==> config.mk <==
export PLATFORM = sky130hd
export DESIGN_NAME = tpu_systolic_mmu
export DESIGN_NICKNAME = d
export VERILOG_FILES = /design/src/rtl/tpu_pkg.sv /design/src/rtl/tpu_pe.sv /design/src/rtl/tpu_systolic_mmu.sv
export SDC_FILE = /design/constraint.sdc
export NUM_CORES = 1
export LEC_CHECK = 0
export CORE_MARGIN = 5
export CORE_UTILIZATION = 60
export CTS_BUF_LIST = sky130_fd_sc_hd__clkbuf_4
export CTS_CLUSTER_DIAMETER = 60
export DETAILED_ROUTE_END_ITERATION = 10
export GPL_ROUTABILITY_DRIVEN = 1
export PLACE_DENSITY_LB_ADDON = 0.15
export SLEW_MARGIN = 20
export SYNTH_ARGS = -nofsm -noshare
export SYNTH_HDL_FRONTEND = slang
export SYNTH_SLANG_ARGS = --single-unit
==> constraint.sdc <==
create_clock -name clk -period 22.5 [get_ports clk]
set_input_delay 3.375 -clock clk [delete_from_list [all_inputs] [get_ports clk]]
set_output_delay 3.375 -clock clk [all_outputs]
set_load 0.03 [all_outputs]
==> src/rtl/tpu_pkg.sv <==
// Shared constants and FSM state type for the TPU matrix-multiply unit.
package tpu_pkg;

  localparam int TPU_DATA_W = 8;
  localparam int TPU_OUT_W  = 16;
  localparam int TPU_ACC_W  = 17;
  localparam int TPU_DIM    = 2;

  typedef enum logic [1:0] {
    IDLE = 2'd0,
    RUN  = 2'd1,
    DONE = 2'd2
  } mmu_state_t;

endpackage

==> src/rtl/tpu_pe.sv <==
// Output-stationary systolic processing element: signed MAC with
// registered east/south operand pass-through.
module tpu_pe
  import tpu_pkg::*;
#(
  parameter int DATA_W = TPU_DATA_W,
  parameter int ACC_W  = TPU_ACC_W
) (
  input  logic                     clk,
  input  logic                     rst,
  input  logic                     clear,
  input  logic signed [DATA_W-1:0] a_w,
  input  logic signed [DATA_W-1:0] b_n,
  output logic signed [DATA_W-1:0] a_e,
  output logic signed [DATA_W-1:0] b_s,
  output logic signed [ACC_W-1:0]  acc
);

  logic signed [2*DATA_W-1:0] prod;
  logic signed [ACC_W-1:0]    acc_q, acc_d;
  logic signed [DATA_W-1:0]   a_q, a_d;
  logic signed [DATA_W-1:0]   b_q, b_d;

  always_comb begin
    prod  = a_w * b_n;
    acc_d = acc_q +
      {{(ACC_W-2*DATA_W){prod[2*DATA_W-1]}}, prod};
    a_d   = a_w;
    b_d   = b_n;
    if (clear) begin
      acc_d = '0;
      a_d   = '0;
      b_d   = '0;
    end
  end

  always_ff @(posedge clk or posedge rst) begin
    if (rst) begin
      acc_q <= '0;
      a_q   <= '0;
      b_q   <= '0;
    end else begin
      acc_q <= acc_d;
      a_q   <= a_d;
      b_q   <= b_d;
    end
  end

  assign a_e = a_q;
  assign b_s = b_q;
  assign acc = acc_q;

endmodule

==> src/rtl/tpu_systolic_mmu.sv <==
// 2x2 signed systolic matrix multiply with saturated 16-bit results.
// Define TPU_MMU_RELU_EN to clamp negative results to zero.
module tpu_systolic_mmu
  import tpu_pkg::*;
#(
  parameter int DATA_W = TPU_DATA_W,
  parameter int OUT_W  = TPU_OUT_W
) (
  input  logic                  clk,
  input  logic                  rst,
  input  logic                  start,
  input  logic [4*DATA_W-1:0]   a_in,
  input  logic [4*DATA_W-1:0]   b_in,
  output logic                  busy,
  output logic                  done,
  output logic [4*OUT_W-1:0]    c_out
);

  localparam int ACC_W = 2*DATA_W + 1;
  localparam int N     = TPU_DIM;

  mmu_state_t state_q, state_d;
  logic [1:0] step_q, step_d;
  logic [4*DATA_W-1:0] a_q, a_d;
  logic [4*DATA_W-1:0] b_q, b_d;
  logic busy_q, busy_d;
  logic done_q, done_d;
  logic [4*OUT_W-1:0] c_q, c_d;
  logic [4*OUT_W-1:0] c_sat;
  logic clear;
  int   step_i;

  logic signed [DATA_W-1:0] feed_a [N];
  logic signed [DATA_W-1:0] feed_b [N];
  logic signed [DATA_W-1:0] pe_a_w [N][N];
  logic signed [DATA_W-1:0] pe_b_n [N][N];
  logic signed [DATA_W-1:0] pe_a_e [N][N];
  logic signed [DATA_W-1:0] pe_b_s [N][N];
  logic signed [ACC_W-1:0]  pe_acc [N][N];

  assign step_i = {30'd0, step_q};

  // Skewed edge feeds: row i / column j lag by i / j steps.
  always_comb begin
    for (int i = 0; i < N; i++) begin
      feed_a[i] = '0;
      feed_b[i] = '0;
      if (state_q == RUN && step_i >= i && step_i - i < N) begin
        feed_a[i] = a_q[DATA_W*(N*i + step_i - i) +: DATA_W];
        feed_b[i] = b_q[DATA_W*(N*(step_i - i) + i) +: DATA_W];
      end
    end
  end

  for (genvar i = 0; i < N; i++) begin : g_row
    for (genvar j = 0; j < N; j++) begin : g_col
      logic signed [OUT_W-1:0] sat_v;

      if (j == 0) begin : g_aw
        assign pe_a_w[i][j] = feed_a[i];
      end else begin : g_aw
        assign pe_a_w[i][j] = pe_a_e[i][j-1];
      end

      if (i == 0) begin : g_bn
        assign pe_b_n[i][j] = feed_b[j];
      end else begin : g_bn
        assign pe_b_n[i][j] = pe_b_s[i-1][j];
      end

      tpu_pe #(
        .DATA_W(DATA_W),
        .ACC_W (ACC_W)
      ) u_pe (
        .clk  (clk),
        .rst  (rst),
        .clear(clear),
        .a_w  (pe_a_w[i][j]),
        .b_n  (pe_b_n[i][j]),
        .a_e  (pe_a_e[i][j]),
        .b_s  (pe_b_s[i][j]),
        .acc  (pe_acc[i][j])
      );

      // Overflow when the bits above the result sign disagree with it.
      always_comb begin
        sat_v = pe_acc[i][j][OUT_W-1:0];
        if (pe_acc[i][j][ACC_W-1:OUT_W-1] !=
            {(ACC_W-OUT_W+1){pe_acc[i][j][ACC_W-1]}}) begin
          sat_v = pe_acc[i][j][ACC_W-1] ?
                  {1'b1, {(OUT_W-1){1'b0}}} :
                  {1'b0, {(OUT_W-1){1'b1}}};
        end
`ifdef TPU_MMU_RELU_EN
        if (sat_v[OUT_W-1]) sat_v = '0;
`endif
      end

      assign c_sat[OUT_W*(N*i+j) +: OUT_W] = sat_v;
    end
  end

  always_comb begin
    state_d = state_q;
    step_d  = step_q;
    a_d     = a_q;
    b_d     = b_q;
    busy_d  = busy_q;
    done_d  = 1'b0;
    c_d     = c_q;
    clear   = 1'b0;
    unique case (state_q)
      IDLE: begin
        if (start) begin
          a_d     = a_in;
          b_d     = b_in;
          clear   = 1'b1;
          step_d  = '0;
          busy_d  = 1'b1;
          state_d = RUN;
        end
      end
      RUN: begin
        step_d = step_q + 2'd1;
        if (step_q == 2'd3) state_d = DONE;
      end
      DONE: begin
        c_d     = c_sat;
        done_d  = 1'b1;
        busy_d  = 1'b0;
        state_d = IDLE;
      end
      default: state_d = IDLE;
    endcase
  end

  always_ff @(posedge clk or posedge rst) begin
    if (rst) begin
      state_q <= IDLE;
      step_q  <= '0;
      a_q     <= '0;
      b_q     <= '0;
      busy_q  <= 1'b0;
      done_q  <= 1'b0;
      c_q     <= '0;
    end else begin
      state_q <= state_d;
      step_q  <= step_d;
      a_q     <= a_d;
      b_q     <= b_d;
      busy_q  <= busy_d;
      done_q  <= done_d;
      c_q     <= c_d;
    end
  end

  assign busy  = busy_q;
  assign done  = done_q;
  assign c_out = c_q;

endmodule

Word-level counts from Yosys, hierarchy flattened --
Index checks and enable logic that the tools add are counted.
Cells by class: add/subtract/negate cells 9, shift operators 4, eq/ne operators 9, multiply operators 4, magnitude comparators 4, multiplexer cells 30, reduce and logical (&&, ||, !) cells 11
Operators by type and width (count):
- 16-bit 2-to-1 mux | 8
- 17-bit adder | 4
- 17-bit 2-to-1 mux | 4
- 8-bit by 8-bit multiplier with 16-bit output | 4
- 8-bit 2-to-1 mux | 8
- 32-bit by 7-bit variable part select with 8-bit output | 2
- 32-bit by 6-bit variable part select with 8-bit output | 1
- 32-bit by 8-bit variable part select with 8-bit output | 1
- 2-bit case mux with 2 select lines | 2
- 2-bit AND reduction | 4
- 2-bit 2-to-1 mux | 3
- 4-bit by 2-bit adder with 5-bit output (second input constant) | 1
- 2-bit equality test (second input constant) | 2
- 2-bit by 1-bit greater-or-equal comparator with 1-bit output (second input constant) | 2
- 1-bit logical AND | 4
- 1-bit 2-to-1 mux | 4
- 1-bit inequality test | 4
- 2-bit nonzero test | 2
- 3-bit by 1-bit subtractor with 4-bit output (second input constant) | 1
- 2-bit by 2-bit adder with 3-bit output (first input constant) | 1
- 3-bit less-than comparator (second input constant) | 1
- 2-bit by 1-bit subtractor with 3-bit output (second input constant) | 1
- 2-bit by 1-bit adder with 2-bit output (second input constant) | 1
- 2-bit by 1-bit equality test with 1-bit output (second input constant) | 1
- 5 further kinds | 5
Storage, ports and cells: register bits after elaboration 234, logic and storage cells 86

Longest topological paths before layout --
Gate-level depths: netlist of run 1.
word-level depth 7, mapped depth 35

Hierarchy --
A second synthesis of run 1 with hierarchy kept.
Unflattened totals: cells, all modules 2362, area, all modules 23282.3 sq um
By module, submodules not included:
- tpu_systolic_mmu | sequential area each 3353.2 sq um, cells each 532, area each 6028.3 sq um, instances 1
- tpu_pe (g_row[1].g_col[1].u_pe) | sequential area each 825.8 sq um, cells each 468, area each 4339.2 sq um, instances 1
- tpu_pe (g_row[0].g_col[1].u_pe) | sequential area each 825.8 sq um, cells each 455, area each 4311.6 sq um, instances 1
- tpu_pe (g_row[0].g_col[0].u_pe) | sequential area each 825.8 sq um, cells each 455, area each 4310.4 sq um, instances 1
- tpu_pe (g_row[1].g_col[0].u_pe) | sequential area each 825.8 sq um, cells each 452, area each 4292.9 sq um, instances 1

Worst setup path before layout of run 1 --
No wires, ideal clock.
kind reg-to-reg, start register step_q[0], end register g_row[0].g_col[1].u_pe.acc_q[16], path buffers 5, data arrival time 7209 ps, period minus slack after synthesis 7344 ps, stages on the path, launching flop included 32, setup time 135 ps, path slack 15156 ps, cell sequence dfrtp_1 buf_2 buf_4 buf_2 inv_1 ha_1 clkbuf_1 nand3_1 or2_2 clkbuf_1 fa_1 fa_1 inv_1 fa_1 inv_1 fa_1 inv_1 ha_1 o21ai_0 o21bai_1 o31a_1 a41oi_1 nor2b_1 xnor2_1 ha_1 a21o_1 nand2_1 inv_1 or4_1 o21ai_0 o21a_1 nor3_1
Between the ends: longest elaborated chain between the ends 7, elaborated cells between the ends (all ways) 11
Ends and longest elaborated chain:
- from (decl) | line tpu_systolic_mmu.sv:23 | logic [1:0] step_q, step_d;
- from (signal assigned) | line tpu_systolic_mmu.sv:148 | step_q <= step_d;
- 2-bit by 1-bit subtractor with 3-bit output or 2-bit by 1-bit greater-or-equal comparator with 1-bit output (tied branches) | line tpu_systolic_mmu.sv:48, tpu_systolic_mmu.sv:50
- 4-bit by 2-bit adder with 5-bit output (tied with other cells) | line tpu_systolic_mmu.sv:50 | feed_b[i] = b_q[DATA_W*(N*(step_i - i) + i) +: DATA_W];
- 32-bit by 8-bit variable part select with 8-bit output or 1-bit logical AND (tied branches) | line tpu_systolic_mmu.sv:50, tpu_systolic_mmu.sv:48
- 8-bit 2-to-1 mux (*) | line tpu_systolic_mmu.sv:48 | if (state_q == RUN && step_i >= i && step_i - i < N) begin
- 8-bit by 8-bit multiplier with 16-bit output (*) | line tpu_pe.sv:25 | prod = a_w * b_n;
- 17-bit adder (*) | line tpu_pe.sv:26 | acc_d = acc_q +
- 17-bit 2-to-1 mux (*) | line tpu_pe.sv:30 | if (clear) begin
- named net g_row[0].g_col[1].u_pe.acc_d[16] | line tpu_pe.sv:20 | logic signed [ACC_W-1:0] acc_q, acc_d;
- to (signal assigned) | line tpu_pe.sv:39 | acc_q <= '0;
- to (signal assigned) | line tpu_pe.sv:43 | acc_q <= acc_d;
- to (decl) | line tpu_pe.sv:20
The timed path passes the listed nets; every way through them passes the cells marked *. A chain may end at the register's enable or synchronous reset.

Worst setup path after layout of run 1 --
start register step_q[1], end register g_row[0].g_col[1].u_pe.acc_q[16]
The elaborated chain is that of the path after synthesis.

==> run metrics, run 1 <==
outcome completed; DRT iter0 DRCs 735; Max H-tree Level 3; Yosys reg bits 234; post-DR wirelength/cell 16.7 um; clk slew on worst S/H paths 0.06 ns; Post-synth EDFFs 0; layout cells sized above 1 8.28%; post-synthesis cell count 2187; clock latency on the worst-skew pair 0.75 ns; commonest cells in the netlist 351 x inv_1, 234 x dfrtp_1, 224 x fa_1, 191 x ha_1, 159 x nor2_1; share of the synthesized area in the top cell type 27.5%; min-delay src c_out[31]; via count of the routed design 15600; top post-synthesis cells by area dfrtp_1 28%, fa_1 21%, ha_1 11%, inv_1 6.2%, mux2_2 3.8%; max cap viols 0; Cells after DPL 2726; hold endpoint c_out[31]; Routed Antenna Nets 0; R2R Path End g_row[0].g_col[1].u_pe.acc[16]; Syn Area/Cell 9.73 um2; clock tree from TritonCTS built; fmax 0.132 GHz; Register-to-Register Path Depth 30; RSZ-0062 raised after global routing no; Worst Setup End Kind flop; vias in the first global route 16700; most common cell in the netlist inv_1; crit-path max FO 13; Final GP Congestion 0.935; hold buffers post-CTS 0; final instance count without filler cells 2842; global-route wire length before repair 80800 um; max-slew violation count 0; post-synth top area cell dfrtp_1; Die Height 198 um; Clock Skew 0.0632 ns; DRC viols 0; die width 198 um; nets 2816; Max Root-Sink Buffers 3; # setup viols final 0; PortBufs 132; CP arrival 8.15 ns; Post-CTS Setup Repair Bufs 0; Worst path most repeated cell inv_1; Setup CP Type reg -> reg; Fin Setup TNS 0 ns; Top Ports 133; Cell Area, Synth 0.0213 mm2; Post-synth ARST share 100%; Worst R2R Start step_q[1]; CTS buffer count 66; detailed-route wire length 47300 um; Relative slew margins 32.6%; DRT Pass-1 Iters 5; DP HPWL 37500 um; Final Hold Viols 0; # fillers 2850; P&R area growth vs syn 12.2%; initial antenna violation count 2; clock sink count 234; fin crit share 33.7%; R2R Setup Slk 14.92 ns; HP Class reg -> reg; critical path's slowest cell nor2_1; required time worst endpoint 23.08 ns; Worst Setup SP step_q[1]; Worst-Margin Slew 0.983 ns; Tmin final 7.58 ns; part of the Yosys area used for sequential elements 27.5%; Die ar. 0.0393 mm2; Core ar. 0.0353 mm2; Post-Syn Nets 2669; Ys Warns 0; # resized after CTS 0; post-synthesis cell type count 59; Starting Density 60.3%; GRT Total Usage 25.3%; Worst Hold Depth 2; critical path launch point type flop; CTS Root Cell clkbuf_4; largest net degree at the start of global routing 98; grt total ovfl 0; Vias per Instance 5.48; Critical Path Max Stage Delay 0.60 ns; # rows 69; Main synth FF type dfrtp_1
[critical path, delay by kind of cell, from the launching register on]
kind                     cells  cell delay [ns]
AND/OR/NAND/NOR              6             1.72
flip-flops                   1             0.59
AO/OA/AOI/OAI                9             1.65
XOR/XNOR                     1             0.15
buffers and inverters        6             0.38
adder cells (fa/ha/maj)      8             2.93
[cell type report]
| cell class | count | area, um2 | share of cell area, % |
|---|---|---|---|
| multi-input combinational | 1542 | 13900 | 58.2 |
| inverter | 351 | 1330 | 5.55 |
| sequential | 234 | 5860 | 24.5 |
| clock buffer | 89 | 668 | 2.80 |
| antenna | 2 | 5.00 | 0.0210 |
| clock inverter | 24 | 158 | 0.660 |
| tap | 461 | 577 | 2.42 |
| timing repair buffer | 139 | 1390 | 5.84 |
[cell families (layout without fill, tap and decap cells)]
logic type,after synthesis,in the layout,share of synthesized area (%)
buffers and inverters,411,603,7.28
multiplexers,101,101,5.64
adder cells (fa/ha/maj),415,415,32.3
AND/OR/NAND/NOR,566,566,12.9
flip-flops,234,234,27.5
AO/OA/AOI/OAI,342,342,9.57
other,0,2,0
XOR/XNOR,118,118,4.85
[per-layer routing]
layer  vias up  GRT usage, %  part of all wire, %
li1       7373             -                    -
met1      7781          33.0                   43
met2       332          42.8                   50
met3        84          5.12                  4.6
met4         0          7.83                  2.5
met5         -             0                    0
[state kept, by name, indices dropped and copies added, names as in the netlist]
name                  cells
g_row.g_col.u_pe.acc     68
c_out                    64
a_q                      32
b_q                      32
g_row.g_col.u_pe.a_e     16
g_row.g_col.u_pe.b_s     16
state_q                   2
step_q                    2
busy                      1
done                      1
[through the flow]
stage,utilization (%),setup WS (ns),cell area [um2],hold slack (ns)
3_5_place_dp,65.2,14.91,23000,0.460
6_report,67.6,14.92,23900,0.472
5_1_grt,67.6,14.24,23900,0.493
2_1_floorplan,-,12.71,21300,0.467
3_3_place_gp,65.2,15.20,23000,0.450
4_1_cts,67.5,14.91,23800,0.475
[cells in the final DEF, fill, tap and decap left out, types with 5 or more instances in the layout]
cell type and instances:
fa_1 224, or3_1 12, dfrtp_1 233, a211oi_1 10
mux2i_1 22, a31oi_1 5, xor2_1 39, ha_1 191
inv_1 350, nand2b_1 26, clkinv_1 15, nor2b_1 35
xnor2_1 79, buf_4 6, nand3_1 14, o21ai_0 103
nor3_1 23, a21oi_1 124, clkbuf_4 89, and3_1 5
nor2_1 158, nand2_1 150, mux2_2 71, o21a_1 19
mux4_2 8, a21o_1 32, and2_1 122, clkdlybuf4s50_1 132
o21bai_1 13
[how the worst max path moves through the flow]
stage	endpoint	slack [ns]	depth (start not counted)
global placement	g_row[0].g_col[1].u_pe.acc[16]	15.20	27
CTS	g_row[0].g_col[1].u_pe.acc[16]	14.91	30
global route	g_row[0].g_col[1].u_pe.acc[16]	14.24	30
floorplan	a_q[0]	12.71	1
finish	g_row[0].g_col[1].u_pe.acc[16]	14.92	30
detailed placement	g_row[0].g_col[1].u_pe.acc[16]	14.91	30
Power of run 1 is left out: the tool's default activity adds up to more than one toggle a clock period on the data nets, which glitch-free logic cannot reach.
==> run 2, diff against run 1 <==
--- a/config.mk
+++ b/config.mk
@@ -6,7 +6,7 @@
 export NUM_CORES = 1
 export LEC_CHECK = 0
 export CORE_MARGIN = 5
-export CORE_UTILIZATION = 60
+export CORE_UTILIZATION = 57
 export CTS_BUF_LIST = sky130_fd_sc_hd__clkbuf_4
 export CTS_CLUSTER_DIAMETER = 60
 export DETAILED_ROUTE_END_ITERATION = 10
==> constraint.sdc (replaced) <==
create_clock -name clk -period 6.25 [get_ports clk]
set_input_delay 0.9375 -clock clk [delete_from_list [all_inputs] [get_ports clk]]
set_output_delay 0.9375 -clock clk [all_outputs]
set_load 0.03 [all_outputs]
==> run metrics, run 2 (synthesis gave the netlist of run 1 again) <==
outcome complete, but fails checks; failing checks negative setup slack; post-DR wirelength/cell 16.6 um (-0.31%); layout cells sized above 1 24.2% (+16 points); required time worst endpoint 6.86 ns (-16.22 ns); Max Root-Sink Buffers 3 (unchanged); DRT Pass-1 Iters 5 (unchanged); critical path launch point type flop; hold_ws 0.467 ns (-0.00439 ns); via count of the routed design 16600 (+6.6%); clk slew on worst S/H paths 0.06 ns (about the same); Clock Skew 0.0417 ns (-0.0215 ns); HP Class reg -> reg; nets 3059 (+8.6%); min-delay src c_out[63]; Top Ports 133 (unchanged); Final Hold Viols 0 (unchanged); Worst R2R Start step_q[0]; DRC viols 0 (unchanged); Routed Antenna Nets 0 (unchanged); # rows 70 (+1.4%); clock tree from TritonCTS built; Worst Setup SP step_q[0]; fmax 0.152 GHz (+15%); Setup CP Type reg -> reg; most frequent cells in the layout 333 x inv_1, 233 x dfrtp_1, 215 x fa_1, 215 x buf_4, 165 x ha_1; Vias per Instance 5.36 (-2.2%); Relative slew margins 28.5% (-4.1 points); Final GP Congestion 0.902 (-3.5%); global-route wire length before repair 84200 um (+4.2%); # setup viols final 11 (+11); clock sink count 234 (unchanged); hold buffers post-CTS 0 (unchanged); GRT Total Usage 24.8% (-0.45 points); Worst Setup End Kind flop; # fillers 2648 (-7.1%); grt total ovfl 0 (unchanged); Tmin final 6.57 ns (-1.01 ns); max cap viols 0 (unchanged); DP Area 0.0246 mm2 (+7.0%); CTS buffer count 70 (+6.1%); PortBufs 132 (unchanged); max-slew violation count 0 (unchanged); DP HPWL 39400 um (+5.0%); die width 203 um (+2.5%); CP arrival 7.18 ns (-0.97 ns); Die ar. 0.0413 mm2 (+5.0%); Max H-tree Level 3 (unchanged); final instance area 0.0269 mm2 (+13%); Starting Density 57.9% (-2.4 points); P&R area growth vs syn 26.6%; Cells after DPL 2926 (+7.3%); initial antenna violation count 2 (unchanged); vias in the first global route 17300 (+4.0%); Die Height 203 um (+2.5%); RSZ-0062 raised after global routing yes; CTS Root Cell clkbuf_4; storage element area 0.00586 mm2 (about the same); max FFs per register 68 (unchanged); detailed-route wire length 51500 um (+8.7%); critical path's slowest cell fa_1; fin crit share 105% (+71 points); largest net degree at the start of global routing 95 (-3.1%); clock latency on the worst-skew pair 0.79 ns (+0.04 ns); multi-input logic area 0.0150 mm2 (+7.6%); Worst-Margin Slew 1.07 ns (+0.0859 ns); most common cell after layout, fill and taps aside inv_1; Core ar. 0.0368 mm2 (+4.2%); Critical Path Max Stage Delay 0.53 ns (-0.07 ns); crit-path max FO 8 (-5); final instance count without filler cells 3099 (+9.0%); post-route setup slack -0.317 ns (-15.24 ns); DRT iter0 DRCs 709 (-3.5%); Worst path most repeated cell fa_1
## run 2: cell count changes in the layout (fill, tap and decap cells not counted), moves of 12 or more
cell      change
nor2_1       -15
o21ai_0      -15
inv_2        +15
a21oi_1      -24
inv_1        -17
buf_4       +209
ha_4         +19
clkbuf_4     +12
ha_1         -26
buf_6        +24
a21oi_2      +18
## run 2: path summary, 6_finish.rpt
check | cells past startpoint | slack, ns | to
max in group asynchronous | 3 | 4.73 | g_row[1].g_col[1].u_pe.acc[9]
min | 2 | 0.47 | c_out[63]
min in group asynchronous | 3 | 0.66 | g_row[0].g_col[0].u_pe.acc[4]
max reg2reg | 31 | -0.32 | g_row[1].g_col[0].u_pe.acc[16]
max | 31 | -0.32 | g_row[1].g_col[0].u_pe.acc[16]
min reg2reg | 2 | 0.47 | c_out[63]
## run 2: layout make-up
type | instances | share of cell area, %
timing repair buffer | 377 | 12.3
clock inverter | 23 | 0.534
clock buffer | 101 | 2.81
inverter | 351 | 4.91
multi-input combinational | 1543 | 55.5
tap | 468 | 2.17
antenna | 2 | 0.0186
sequential | 234 | 21.7
## run 2: per-layer routing
metal / share of wire [%] / up-vias / track usage (%)
li1: - / 7876 / -
met1: 41 / 8288 / 31.1
met5: 0 / - / 0
met3: 4.0 / 108 / 4.53
met2: 52 / 332 / 43.7
met4: 2.9 / 0 / 7.93
## run 2: through the flow
| step | util [%] | TNS (ns) | worst slack (ns) |
|---|---|---|---|
| global route | 73.3 | -4.45 | -0.533 |
| global placement | 67.0 | -1.32 | -0.243 |
| finish | 73.3 | -1.81 | -0.317 |
| detailed placement | 67.0 | -2.80 | -0.397 |
| CTS | 71.0 | -0.838 | -0.182 |
| floorplan | - | -1.10 | -0.269 |
## run 2: critical path: cells and delay by family (launching register included)
kind | cells | cell delay, ns
muxes | 1 | 0.32
adders and majority gates | 7 | 2.97
buffers and inverters | 7 | 0.50
and+or+nand+nor | 5 | 0.70
DFF | 1 | 0.44
AOI/OAI and AO/OA | 9 | 1.18
xor gates and xnor gates | 2 | 0.31
## run 2: timing repair
item,in CTS,in global routing
setup endpoints to repair,14,19
pin swaps,50,114
cloned,1,0
buffers inserted,26,25
resized for setup,85,147
Power of run 2 is left out for the same reason.
==> run 3, diff against run 2 <==
--- a/config.mk
+++ b/config.mk
@@ -11,6 +11,7 @@
 export CTS_CLUSTER_DIAMETER = 60
 export DETAILED_ROUTE_END_ITERATION = 10
 export GPL_ROUTABILITY_DRIVEN = 1
+export HOLD_SLACK_MARGIN = 0.15
 export PLACE_DENSITY_LB_ADDON = 0.15
 export SLEW_MARGIN = 20
 export SYNTH_ARGS = -nofsm -noshare
==> results of run 3 <==
Same layout as run 2: the final DEF is identical, and so are final timing and power.
Power of run 3 is left out for the same reason.
